--- src/rtl/ex_mem_stage.sv ---
// EX->MEM stage: two-entry skid buffer, branch resolve, one-cycle redirect/squash.
// Define EX_MEM_BRANCH_STATS_EN to build the branch statistics counters.
module ex_mem_stage #(
    parameter int N  = 64,
    parameter int RW = 5
) (
    input  logic          clk,
    input  logic          reset,
    input  logic          ex_valid,
    output logic          ex_ready,
    input  logic [N-1:0]  ex_result,
    input  logic          ex_zero,
    input  logic [N-1:0]  ex_pc,
    input  logic [N-1:0]  ex_imm,
    input  logic [1:0]    ex_br_cond,
    input  logic          ex_jump,
    input  logic [RW-1:0] ex_rd,
    input  logic          ex_reg_write,
    input  logic          ex_mem_read,
    input  logic          ex_mem_write,
    input  logic [N-1:0]  ex_store_data,
    output logic          mem_valid,
    input  logic          mem_ready,
    output logic [N-1:0]  mem_result,
    output logic [N-1:0]  mem_store_data,
    output logic [RW-1:0] mem_rd,
    output logic          mem_reg_write,
    output logic          mem_mem_read,
    output logic          mem_mem_write,
    output logic          redirect,
    output logic [N-1:0]  redirect_pc,
    output logic [31:0]   br_count,
    output logic [31:0]   br_taken_count
);

    typedef enum logic [1:0] {EMPTY, ONE, TWO} state_t;

    typedef struct packed {
        logic [N-1:0]  result;
        logic [N-1:0]  store_data;
        logic [RW-1:0] rd;
        logic          reg_write;
        logic          mem_read;
        logic          mem_write;
    } ent_t;

    state_t state, state_n;
    ent_t   in_ent, main_q, skid_q;
    logic   in_xfer, out_xfer, accept, taken;
    logic   ld_main_in, ld_main_skid, ld_skid;

    assign ex_ready  = (state != TWO);
    assign mem_valid = (state != EMPTY);
    assign in_xfer   = ex_valid && ex_ready;
    assign out_xfer  = mem_valid && mem_ready;
    // Transfers taken while a redirect is out are wrong-path and dropped.
    assign accept    = in_xfer && !redirect;

    assign in_ent.result     = ex_result;
    assign in_ent.store_data = ex_store_data;
    assign in_ent.rd         = ex_rd;
    assign in_ent.reg_write  = ex_reg_write;
    assign in_ent.mem_read   = ex_mem_read;
    assign in_ent.mem_write  = ex_mem_write;

    always_comb begin
        taken = ex_jump;
        case (ex_br_cond)
            2'b01:   taken = taken | ex_zero;
            2'b10:   taken = taken | !ex_zero;
            2'b11:   taken = taken | ex_result[0];
            default: ;
        endcase
    end

    always_ff @(posedge clk) begin
        if (reset) state <= EMPTY;
        else       state <= state_n;
    end

    always_comb begin
        state_n      = state;
        ld_main_in   = 1'b0;
        ld_main_skid = 1'b0;
        ld_skid      = 1'b0;
        case (state)
            EMPTY: begin
                if (accept) begin
                    state_n    = ONE;
                    ld_main_in = 1'b1;
                end
            end
            ONE: begin
                if (accept && out_xfer) begin
                    ld_main_in = 1'b1;
                end else if (accept) begin
                    state_n = TWO;
                    ld_skid = 1'b1;
                end else if (out_xfer) begin
                    state_n = EMPTY;
                end
            end
            TWO: begin
                if (out_xfer) begin
                    state_n      = ONE;
                    ld_main_skid = 1'b1;
                end
            end
            default: state_n = EMPTY;
        endcase
    end

    always_ff @(posedge clk) begin
        if (reset) begin
            main_q <= '0;
            skid_q <= '0;
        end else begin
            if (ld_main_in)        main_q <= in_ent;
            else if (ld_main_skid) main_q <= skid_q;
            if (ld_skid)           skid_q <= in_ent;
        end
    end

    assign mem_result     = main_q.result;
    assign mem_store_data = main_q.store_data;
    assign mem_rd         = main_q.rd;
    assign mem_reg_write  = main_q.reg_write;
    assign mem_mem_read   = main_q.mem_read;
    assign mem_mem_write  = main_q.mem_write;

    always_ff @(posedge clk) begin
        if (reset) begin
            redirect    <= 1'b0;
            redirect_pc <= '0;
        end else begin
            redirect <= accept && taken;
            if (accept && taken) redirect_pc <= ex_pc + ex_imm;
        end
    end

`ifdef EX_MEM_BRANCH_STATS_EN
    logic [31:0] brc, brtc;
    logic        br_any;

    assign br_any = ex_jump || (ex_br_cond != 2'b00);

    always_ff @(posedge clk) begin
        if (reset) begin
            brc  <= '0;
            brtc <= '0;
        end else if (accept && br_any) begin
            if (brc != 32'hFFFF_FFFF)            brc  <= brc + 32'd1;
            if (taken && brtc != 32'hFFFF_FFFF)  brtc <= brtc + 32'd1;
        end
    end

    assign br_count       = brc;
    assign br_taken_count = brtc;
`else
    assign br_count       = '0;
    assign br_taken_count = '0;
`endif

endmodule

--- config.mk ---
export PLATFORM = sky130hd
export DESIGN_NAME = ex_mem_stage
export DESIGN_NICKNAME = d
export VERILOG_FILES = /design/src/rtl/ex_mem_stage.sv
export SDC_FILE = /design/constraint.sdc
export NUM_CORES = 1
export LEC_CHECK = 0
export ABC_AREA = 1
export BUFFER_PORTS_ARGS = -buffer_cell sky130_fd_sc_hd__buf_4
export CAP_MARGIN = 20
export CORE_AREA = 4 4 205 207
export CTS_CLUSTER_DIAMETER = 30
export CTS_CLUSTER_SIZE = 25
export DETAILED_ROUTE_END_ITERATION = 12
export DIE_AREA = 0 0 209 211
export PLACE_DENSITY = 0.82
export SYNTH_ARGS = -nofsm -noshare
export SYNTH_HDL_FRONTEND = slang
export SYNTH_SLANG_ARGS = --single-unit
--- constraint.sdc ---
create_clock -name clk -period 2.4 [get_ports clk]
set_input_delay 0.24 -clock clk [delete_from_list [all_inputs] [get_ports clk]]
set_output_delay 0.24 -clock clk [all_outputs]
set_load 0.01 [all_outputs]
==> impl_metrics.json, run 1 <==
{
  "finalHoldViolations": 0,
  "postCtsSetupRepairBufs": 0,
  "synth_cell_types": 32,
  "crit_path_start": "state[1]",
  "synthesis.area_sq_mm": 0.01873,
  "reg2reg_to": "mem_store_data[60]",
  "rsz0062_at_grt": "false",
  "r2r-start": "state[1]",
  "fp.dieArea_sq_mm": 0.04410,
  "fin_crit_ns": 2.233,
  "fin_skew_ns": 0.02575,
  "total_power_uw": 20630,
  "grt_usage_pct": 31.79,
  "ys_ff_latch": 339,
  "slew_headroom_pct": 36.70,
  "drive_gt1_share_pct": 17.75,
  "finalCritPeriodShare_pct": 93.06,
  "critPathRequiredTime_ns": 2.87,
  "dp_cells": 3939,
  "status": "finished clean",
  "nNetsFinal": 3953,
  "synth_cells": 3009,
  "io_pins": 539,
  "grt_pass1_vias": 21401,
  "synth_edf_count": 0,
  "drtIter0Drc": 2429,
  "worstSetupEndpoint": "mem_store_data[60]",
  "synth.avg_cell_area_sq_um": 6.224,
  "cp-start-kind": "register",
  "grt_pass1_wl_um": 113900,
  "gp_congestion": 0.9731,
  "crit_arrival_ns": 2.70,
  "p_leak_uw": 0.01373,
  "wl_per_cell_um": 17.60,
  "grt_max_degree": 180,
  "synth_top_area_share_pct": 36.24,
  "path_clk_slew_ns": 0.05,
  "antenna_found_initial": 3,
  "dieWidth_um": 209,
  "num_vias": 22173,
  "core_area_sq_mm": 0.04037,
  "cts_root_buf": "clkbuf_16",
  "die_h_um": 211,
  "postPlaceCellArea_sq_mm": 0.02268,
  "cts_sinks": 339,
  "drv_slew": 0,
  "ctsLongestPathBuffers": 3,
  "vias_per_cell": 5.269,
  "async_flop_share_pct": 0,
  "numCtsBuffers": 71,
  "wirelength_um": 74060,
  "tightest_slew_ns": 0.9495,
  "gr-total-overflow": 0,
  "hold_class": "in -> reg",
  "fin_cells": 4208,
  "power_density_mw_per_mm2": 776.1,
  "initial_core_util_pct": 46.39,
  "cap_violations": 0,
  "r2r_cells": 8,
  "seq_area_frac_synth_pct": 36.24,
  "crit_type": "reg -> reg",
  "r2r_slack_ns": 0.17,
  "fmax_mhz": 447.8,
  "synth_warnings": 0,
  "syn_to_final_growth_pct": 41.96,
  "tns_ns": 0,
  "synth.largest_area_cell": "dfxtp_1",
  "dr.pass1.iters": 6,
  "ant_nets": 0,
  "utilization_pct": 65.85,
  "drc_errors": 0,
  "setup_violations": 0,
  "cts_tree": "done",
  "peakVddDrop_uv": 483.7,
  "htreeDepth": 3,
  "port_buffers": 474,
  "worst_setup_path_end_kind": "register",
  "ctsResizeCount": 0,
  "synth.area.top_cells": "dfxtp_1 (36%), nand2_1 (21%), nor2_1 (9.8%)",
  "hpwl_um": 47820,
  "synth-main-ff-cell": "dfxtp_1",
  "stdcell_area_sq_mm": 0.02658,
  "critPathMaxFanout": 103,
  "row_count": 74,
  "clk_latency_ns": 0.58
}
-- cell type report --
| type | count | area, sq um |
|---|---|---|
| inverter | 374 | 1410 |
| multi-input combinational | 2171 | 9749 |
| clock inverter | 39 | 575.6 |
| fill | 3220 | 13780 |
| timing repair buffer | 660 | 5439 |
| clock buffer | 90 | 1951 |
| tap | 532 | 665.6 |
| sequential | 339 | 6787 |
| antenna | 3 | 7.507 |
-- layout by cell type (no fill, tap or decap), types with 15 or more instances in the layout --
master and count:
a21oi_1 59, a31oi_1 138, buf_4 511, clkbuf_16 73
conb_1 64, dfxtp_1 339, dlygate4sd3_1 137, ha_1 63
inv_1 369, nand2_1 1029, nand3_1 79, nor2_1 487
nor3_1 15, o21ai_0 171, xnor2_1 15, xor2_1 15
-- state kept, by name, summed over array words and instances (netlist names) --
| name | cells |
|---|---|
| mem_mem_read | 1 |
| mem_mem_write | 1 |
| mem_rd | 5 |
| mem_reg_write | 1 |
| mem_result | 64 |
| mem_store_data | 64 |
| redirect | 1 |
| redirect_pc | 64 |
| skid_q | 136 |
| state | 2 |
-- repair_timing --
item | in CTS | in global routing
hold endpoints to repair | 272 | 0
hold buffers | 137 | 0
endpoints found under the setup margin | 0 | 0
-- synthesized netlist by cell type (all sizes together), types with 2 or more instances --
cell,n
a211oi,2
a21oi,59
a31oi,138
buf,118
clkbuf,70
dfxtp,339
ha,63
inv,374
nand2,1031
nand3,79
nand4,11
nor2,489
nor3,15
nor4,3
o211ai,6
o21ai,177
o21bai,2
xnor2,15
xor2,15
-- how the worst min path moves through the flow --
stage	from	to	slack [ns]	cells past startpoint
floorplan	ex_result[28]	skid_q[100]	0.37	2
global placement	mem_store_data[61]	mem_store_data[61]	0.46	2
detailed placement	mem_result[30]	mem_result[30]	0.47	2
CTS	ex_imm[0]	redirect_pc[0]	0.001	4
global route	ex_imm[0]	redirect_pc[0]	0.04	4
finish	ex_imm[0]	redirect_pc[0]	0.02	4
-- per-stage QoR --
| stage | hold slack [ns] | worst slack (ns) |
|---|---|---|
| floorplan | 0.3749 | 0.4618 |
| global placement | 0.4647 | -0.0007105 |
| detailed placement | 0.4688 | 0.06064 |
| CTS | 0.001046 | 0.3494 |
| global route | 0.04449 | 0.1285 |
| finish | 0.02033 | 0.1667 |
-- routing by layer --
layer  GRT usage, %  vias up  part of all wire, %
met1          37.70     9911                   37
met2          52.95     1469                   46
met4          19.26        2                  6.6
met5              0        -                0.022
li1               -    10466                    -
met3          6.951      325                   10
-- worst max-delay path: stages (launching register included) --
cell and delay (ns):
dfxtp_1 0.39, inv_2 0.11, nor2_1 0.05, inv_2 0.11, nand2_2 0.12, a211oi_4 0.37, buf_12 0.42, nand2_1 0.14
a31oi_1 0.31
-- report_power, final --
part	leakage, uW	internal (uW)	switching, uW
clock network	0.00122	6980	3370
logic	0.00974	1610	2340
registers	0.00277	6060	277
total	0.0137	14600	5990
-- kinds of logic after synthesis --
family / Yosys count / synth area share (%)
simple gates: 1628 / 33.56
buf+inv: 562 / 13.08
compound gates: 385 / 11.39
flops: 339 / 36.24
fa+ha+maj: 64 / 4.316
xor+xnor: 30 / 1.403
other cells: 1 / 0.02002
(Power assumes the default switching activity.)
==> run 2: changes to the inputs <==
--- a/config.mk
+++ b/config.mk
@@ -6,6 +6,7 @@
 export NUM_CORES = 1
 export LEC_CHECK = 0
 export ABC_AREA = 1
+export ABC_CLOCK_PERIOD_IN_PS = 2400
 export BUFFER_PORTS_ARGS = -buffer_cell sky130_fd_sc_hd__buf_4
 export CAP_MARGIN = 20
 export CORE_AREA = 4 4 205 207
@@ -13,7 +14,7 @@
 export CTS_CLUSTER_SIZE = 25
 export DETAILED_ROUTE_END_ITERATION = 12
 export DIE_AREA = 0 0 209 211
-export PLACE_DENSITY = 0.82
+export PLACE_DENSITY_LB_ADDON = 0.05
 export SYNTH_ARGS = -nofsm -noshare
 export SYNTH_HDL_FRONTEND = slang
 export SYNTH_SLANG_ARGS = --single-unit
==> run 2 against run 1 <==
Largest power group unchanged. Worst hold slack gained 0.013 ns. Critical path type is now in -> reg. Maximum frequency up 0.95%. Global-route usage is 1.2 points lower.
==> impl_metrics.json, run 2 (synthesized netlist as in run 1, its figures left out) <==
{
  "status": "finished clean",
  "utilization_pct": 66.90,
  "crit_buf_inv": 3,
  "hold_start": "ex_pc[0]",
  "dieWidth_um": 209,
  "gr-total-overflow": 0,
  "p_leak_uw": 0.01390,
  "p_sw_share_pct": 28.18,
  "cts_root_buf": "clkbuf_16",
  "crit_type": "in -> reg",
  "vias_per_cell": 4.980,
  "largest_reg_flops": 136,
  "top_register": "skid_q",
  "setup_slack_ns": 0.1877,
  "slew_headroom_pct": 35.54,
  "hpwl_um": 49990,
  "tightest_slew_ns": 0.9668,
  "numCtsBuffers": 82,
  "drv_slew": 0,
  "grt_max_degree": 180,
  "fin_crit_ns": 2.212,
  "critPathMaxFanout": 4,
  "peakVddDrop_uv": 521.9,
  "core_area_sq_mm": 0.04037,
  "htreeDepth": 3,
  "grt_usage_pct": 30.56,
  "grt_pass1_vias": 20306,
  "power_density_mw_per_mm2": 820.0,
  "cts_tree": "done",
  "drive_gt1_share_pct": 18.21,
  "total_power_uw": 22140,
  "pre_cts_ws_ns": 0.05593,
  "hold_path_depth": 4,
  "drtIter0Drc": 1505,
  "wirelength_um": 70770,
  "io_pins": 539,
  "gp_congestion": 0.9462,
  "stdcell_area_sq_mm": 0.02701,
  "finalCritPeriodShare_pct": 92.18,
  "fp.dieArea_sq_mm": 0.04410,
  "worst_setup_path_end_kind": "register",
  "cp_top_family": "simple AND/OR/NAND/NOR gates",
  "r2r_slack_ns": 0.29,
  "grt_pass1_wl_um": 109400,
  "die_h_um": 211,
  "nNetsFinal": 3951,
  "comb_power_share_pct": 17.5,
  "clkPwrFrac_pct": 53.9,
  "cp-start-kind": "input port",
  "r2r_cells": 9,
  "layout_common_cells": "nand2_1 (1,029), buf_4 (497), nor2_1 (487)",
  "crit_path_frequent_cell": "nand2_1",
  "hold_class": "in -> reg",
  "max_stage_delay_ns": 0.54,
  "fin_skew_ns": 0.03961,
  "crit_arrival_ns": 2.67,
  "p_seq_share_pct": 28.6,
  "tns_ns": 0,
  "cap_violations": 0,
  "ant_nets": 0,
  "power.internal_uw": 15900,
  "cp_cell_sequence": "dlygate4sd3_1 -> buf_4 -> ha_1 -> fa_1 -> nand3_1 -> nand3_2 -> nand2_1 -> nand2_1 -> nand2_1 -> nand2_1 -> nand2_1 -> nand2_1 -> nand2_1 -> nand2_1 -> nand2_1 -> nand3_1 -> nand2_1 -> inv_1",
  "num_vias": 21007,
  "r2r-start": "state[1]",
  "antenna_found_initial": 3,
  "initial_core_util_pct": 46.39,
  "final_common_cell": "nand2_1",
  "port_buffers": 474,
  "hold_path_end": "redirect_pc[0]",
  "fmax_mhz": 452.0,
  "wl_per_cell_um": 16.78,
  "syn_to_final_growth_pct": 44.21,
  "critPathRequiredTime_ns": 2.86,
  "switchingPower_uw": 6240,
  "cts_sinks": 339,
  "ctsLongestPathBuffers": 3,
  "postPlaceCellArea_sq_mm": 0.02257,
  "drc_errors": 0,
  "reg2reg_to": "skid_q[128]",
  "path_clk_slew_ns": 0.04,
  "row_count": 74,
  "setup_violations": 0,
  "dr.pass1.iters": 6,
  "finalHoldViolations": 0,
  "rsz0062_at_grt": "false",
  "clk_latency_ns": 0.60,
  "critical_path.slowest_cell": "dlygate4sd3_1"
}
## run 2: cell types whose count changed in the layout (fill, tap and decap cells not counted), moves of 2 or more
| cell | delta |
|---|---|
| clkinv_16 | +2 |
| buf_4 | -14 |
| inv_6 | -3 |
| clkinvlp_4 | +6 |
| clkbuf_16 | +9 |
| clkinv_2 | +9 |
| bufinv_16 | +4 |
| clkbuf_8 | +4 |
| clkbuf_1 | -8 |
## run 2: how the worst max path moves through the flow
stage / startpoint / endpoint / slack, ns / cells after the start
after global placement: ex_pc[22] / redirect_pc[42] / 0.03 / 13
after global routing: ex_imm[0] / redirect_pc[60] / 0.01 / 18
after floorplan: ex_pc[0] / redirect_pc[60] / 0.46 / 16
final: ex_imm[0] / redirect_pc[46] / 0.19 / 18
after CTS: ex_imm[0] / redirect_pc[46] / 0.14 / 18
after detailed placement: ex_pc[22] / redirect_pc[58] / 0.06 / 13
## run 2: cell type report
type | instances | area [sq um]
Clock inverter | 58 | 839.6
Clock buffer | 95 | 2201
Timing Repair Buffer | 647 | 5344
Antenna cell | 2 | 5.005
Multi-Input combinational cell | 2171 | 9754
Fill cell | 3525 | 13360
Sequential cell | 339 | 6787
Inverter | 374 | 1410
Tap cell | 532 | 665.6
## run 2: worst min-delay path: cells and delay by family
kind / cells / cell delay (ns)
buffers and inverters: 1 / 0.08
AO/OA/AOI/OAI: 1 / 0.07
AND/OR/NAND/NOR: 1 / 0.08
adder cells (fa/ha/maj): 1 / 0.12
## run 2: per-layer routing
metal | track usage [%] | vias up | wire length (um)
met1 | 39.55 | 9572 | 29820
met2 | 51.11 | 816 | 33640
met4 | 12.98 | 2 | 2707
met3 | 4.768 | 141 | 4591
met5 | 0 | - | 11
li1 | - | 10476 | -
## run 2: through the flow
step / hold WS, ns / cells
2_1_floorplan: 0.3749 / 3072
3_3_place_gp: 0.4643 / 3924
3_5_place_dp: 0.4700 / 3924
4_1_cts: 0.004703 / 4215
5_1_grt: 0.05436 / 4218
6_report: 0.03351 / 4218
## run 2: power groups by stage
stage                     combinational, uW  clock (uW)  sequential (uW)
after floorplan                        1970           0             6470
after global placement                 3610           0             6420
after detailed placement               3630           0             6420
after CTS                              3840       12100             6330
after global routing                   4260       12400             6370
final                                  3870       11900             6340
## run 2: what timing repair did
action / CTS / global route
hold buffers: 138 / 0
endpoints found under the hold margin: 274 / 0
setup buffers: 0 / 1
endpoints found under the setup margin: 0 / 5
gates resized for setup: 0 / 1
==> run 3: changes to the inputs <==
--- a/config.mk
+++ b/config.mk
@@ -9,11 +9,11 @@
 export ABC_CLOCK_PERIOD_IN_PS = 2400
 export BUFFER_PORTS_ARGS = -buffer_cell sky130_fd_sc_hd__buf_4
 export CAP_MARGIN = 20
-export CORE_AREA = 4 4 205 207
+export CORE_AREA = 2 2 209 211
 export CTS_CLUSTER_DIAMETER = 30
 export CTS_CLUSTER_SIZE = 25
 export DETAILED_ROUTE_END_ITERATION = 12
-export DIE_AREA = 0 0 209 211
+export DIE_AREA = 0 0 211 213
 export PLACE_DENSITY_LB_ADDON = 0.05
 export SYNTH_ARGS = -nofsm -noshare
 export SYNTH_HDL_FRONTEND = slang
==> run 3 against run 2 <==
Total power increased by 1.2%. Clock power about the same. Worst setup slack improved by 0.17 ns.
==> impl_metrics.json, run 3 (synthesized netlist as in run 1, its figures left out) <==
{
  "initial_core_util_pct": 43.86,
  "drive_gt1_share_pct": 18.22,
  "drc_errors": 0,
  "htreeDepth": 3,
  "hpwl_um": 49700,
  "io_pins": 539,
  "r2r-start": "state[0]",
  "gr-usage-met3_pct": 4.486,
  "drv_slew": 0,
  "crit_arrival_ns": 2.57,
  "antenna_found_initial": 3,
  "cts_sinks": 339,
  "grt_max_degree": 160,
  "tns_ns": 0,
  "ctsLongestPathBuffers": 3,
  "die_h_um": 213,
  "critPathMaxFanout": 136,
  "setup_violations": 0,
  "fill_cells": 3949,
  "p_leak_uw": 0.01391,
  "grt_pass1_wl_um": 106200,
  "wl_per_cell_um": 16.52,
  "utilization_pct": 63.47,
  "core_area_sq_mm": 0.04270,
  "hold_start": "ex_imm[0]",
  "hold_path_end": "redirect_pc[0]",
  "seqCellArea_sq_mm": 0.006787,
  "finalHoldViolations": 0,
  "layout_common_cells": "nand2_1 (1,029), buf_4 (489), nor2_1 (487)",
  "num_vias": 21024,
  "postCtsSetupRepairBufs": 0,
  "use_met2_pct": 50.10,
  "dieWidth_um": 211,
  "tightest_slew_ns": 0.9552,
  "grt_usage_pct": 30.24,
  "clk_latency_ns": 0.60,
  "rsz0062_at_grt": "false",
  "gr-total-overflow": 0,
  "r2r_cells": 7,
  "fp.dieArea_sq_mm": 0.04494,
  "peakVddDrop_uv": 447.0,
  "worst_setup_path_end_kind": "register",
  "fin_skew_ns": 0.01528,
  "top_register": "skid_q",
  "ant_nets": 0,
  "nNetsFinal": 3950,
  "power_density_mw_per_mm2": 826.7,
  "status": "finished clean",
  "final_common_cell": "nand2_1",
  "largest_reg_flops": 136,
  "hold_path_depth": 4,
  "critPathRequiredTime_ns": 2.93,
  "reg2reg_to": "skid_q[19]",
  "numCtsBuffers": 84,
  "path_clk_slew_ns": 0.05,
  "cts_root_buf": "clkbuf_16",
  "use_met1_pct": 38.41,
  "multi_input_area_sq_mm": 0.009749,
  "dr.pass1.iters": 5,
  "crit_type": "reg -> reg",
  "grt-busiest-layer": "met2",
  "row_count": 76,
  "gp_congestion": 0.9698,
  "r2r_slack_ns": 0.36,
  "fmax_mhz": 489.0,
  "cp-start-kind": "register",
  "fin_crit_ns": 2.045,
  "hold_class": "in -> reg",
  "syn_to_final_growth_pct": 44.71,
  "port_buffers": 474,
  "finalCritPeriodShare_pct": 85.21,
  "cap_violations": 0,
  "drtIter0Drc": 1690,
  "vias_per_cell": 4.968,
  "cts_tree": "done",
  "wirelength_um": 69930,
  "slew_headroom_pct": 36.32,
  "grt_pass1_vias": 19507,
  "fin_hold_ws_ns": 0.03088
}
==> run 3: changes by cell type in the layout (fill, tap and decap cells not counted), moves of 3 or more <==
| cell | before | now |
|---|---|---|
| inv_6 | 1 | 7 |
| clkinv_2 | 18 | 11 |
| buf_12 | 11 | 16 |
| clkinvlp_4 | 12 | 15 |
| buf_4 | 497 | 489 |
| clkbuf_8 | 10 | 7 |
| clkinv_4 | 6 | 12 |
==> run 3: worst max-delay path by stage <==
stage,startpoint,endpoint,slack (ns),cells after the start
5_1_grt,state[0],skid_q[63],0.17,7
6_report,state[0],skid_q[19],0.36,7
2_1_floorplan,ex_pc[0],redirect_pc[60],0.46,16
4_1_cts,state[0],skid_q[13],0.40,7
3_5_place_dp,ex_pc[10],redirect_pc[45],-0.0002,15
3_3_place_gp,ex_pc[10],redirect_pc[45],0.06,15
==> run 3: repair_timing <==
action / in CTS / in global routing
gates resized for setup: 0 / 0
hold buffers: 138 / 0
hold endpoints to repair: 273 / 0
==> run 3: layout make-up <==
| type | instances | share of cell area (%) |
|---|---|---|
| clock inverter | 63 | 3.232 |
| antenna | 3 | 0.02770 |
| inverter | 374 | 5.204 |
| timing repair buffer | 644 | 19.87 |
| sequential | 339 | 25.04 |
| multi-input combinational | 2171 | 35.98 |
| clock buffer | 92 | 8.126 |
| tap | 546 | 2.521 |
==> run 3: where the power goes <==
part	total [uW]	internal [uW]	switching (uW)
Sequential	6320	6060	264
Clock	12200	8490	3720
Combinational	3870	1590	2280
Total	22400	16100	6260
==> run 3: routing by layer <==
| layer | share of wire [%] | wire [um] |
|---|---|---|
| met3 | 6.5 | 4546 |
| met1 | 42 | 29470 |
| met2 | 47 | 32760 |
| met5 | 0 | 0 |
| met4 | 4.5 | 3145 |
==> run 3: metrics by stage <==
| stage | total power [uW] | cells | area, sq um | worst slack, ns |
|---|---|---|---|---|
| final | 22400 | 4232 | 27100 | 0.3551 |
| after global routing | 23280 | 4232 | 27100 | 0.1688 |
| after CTS | 22510 | 4229 | 27090 | 0.3979 |
| after detailed placement | 10050 | 3936 | 22630 | -0.0001976 |
| after global placement | 10020 | 3936 | 22630 | 0.05830 |
| after floorplan | 8446 | 3072 | 18960 | 0.4618 |
==> run 3: worst max-delay path: stages (launching register included) <==
cell	delay [ns]
dfxtp_1	0.46
nor2_1	0.10
inv_2	0.10
nand2_2	0.12
nor4_4	0.31
buf_12	0.50
o21ai_0	0.17
nor2_1	0.13
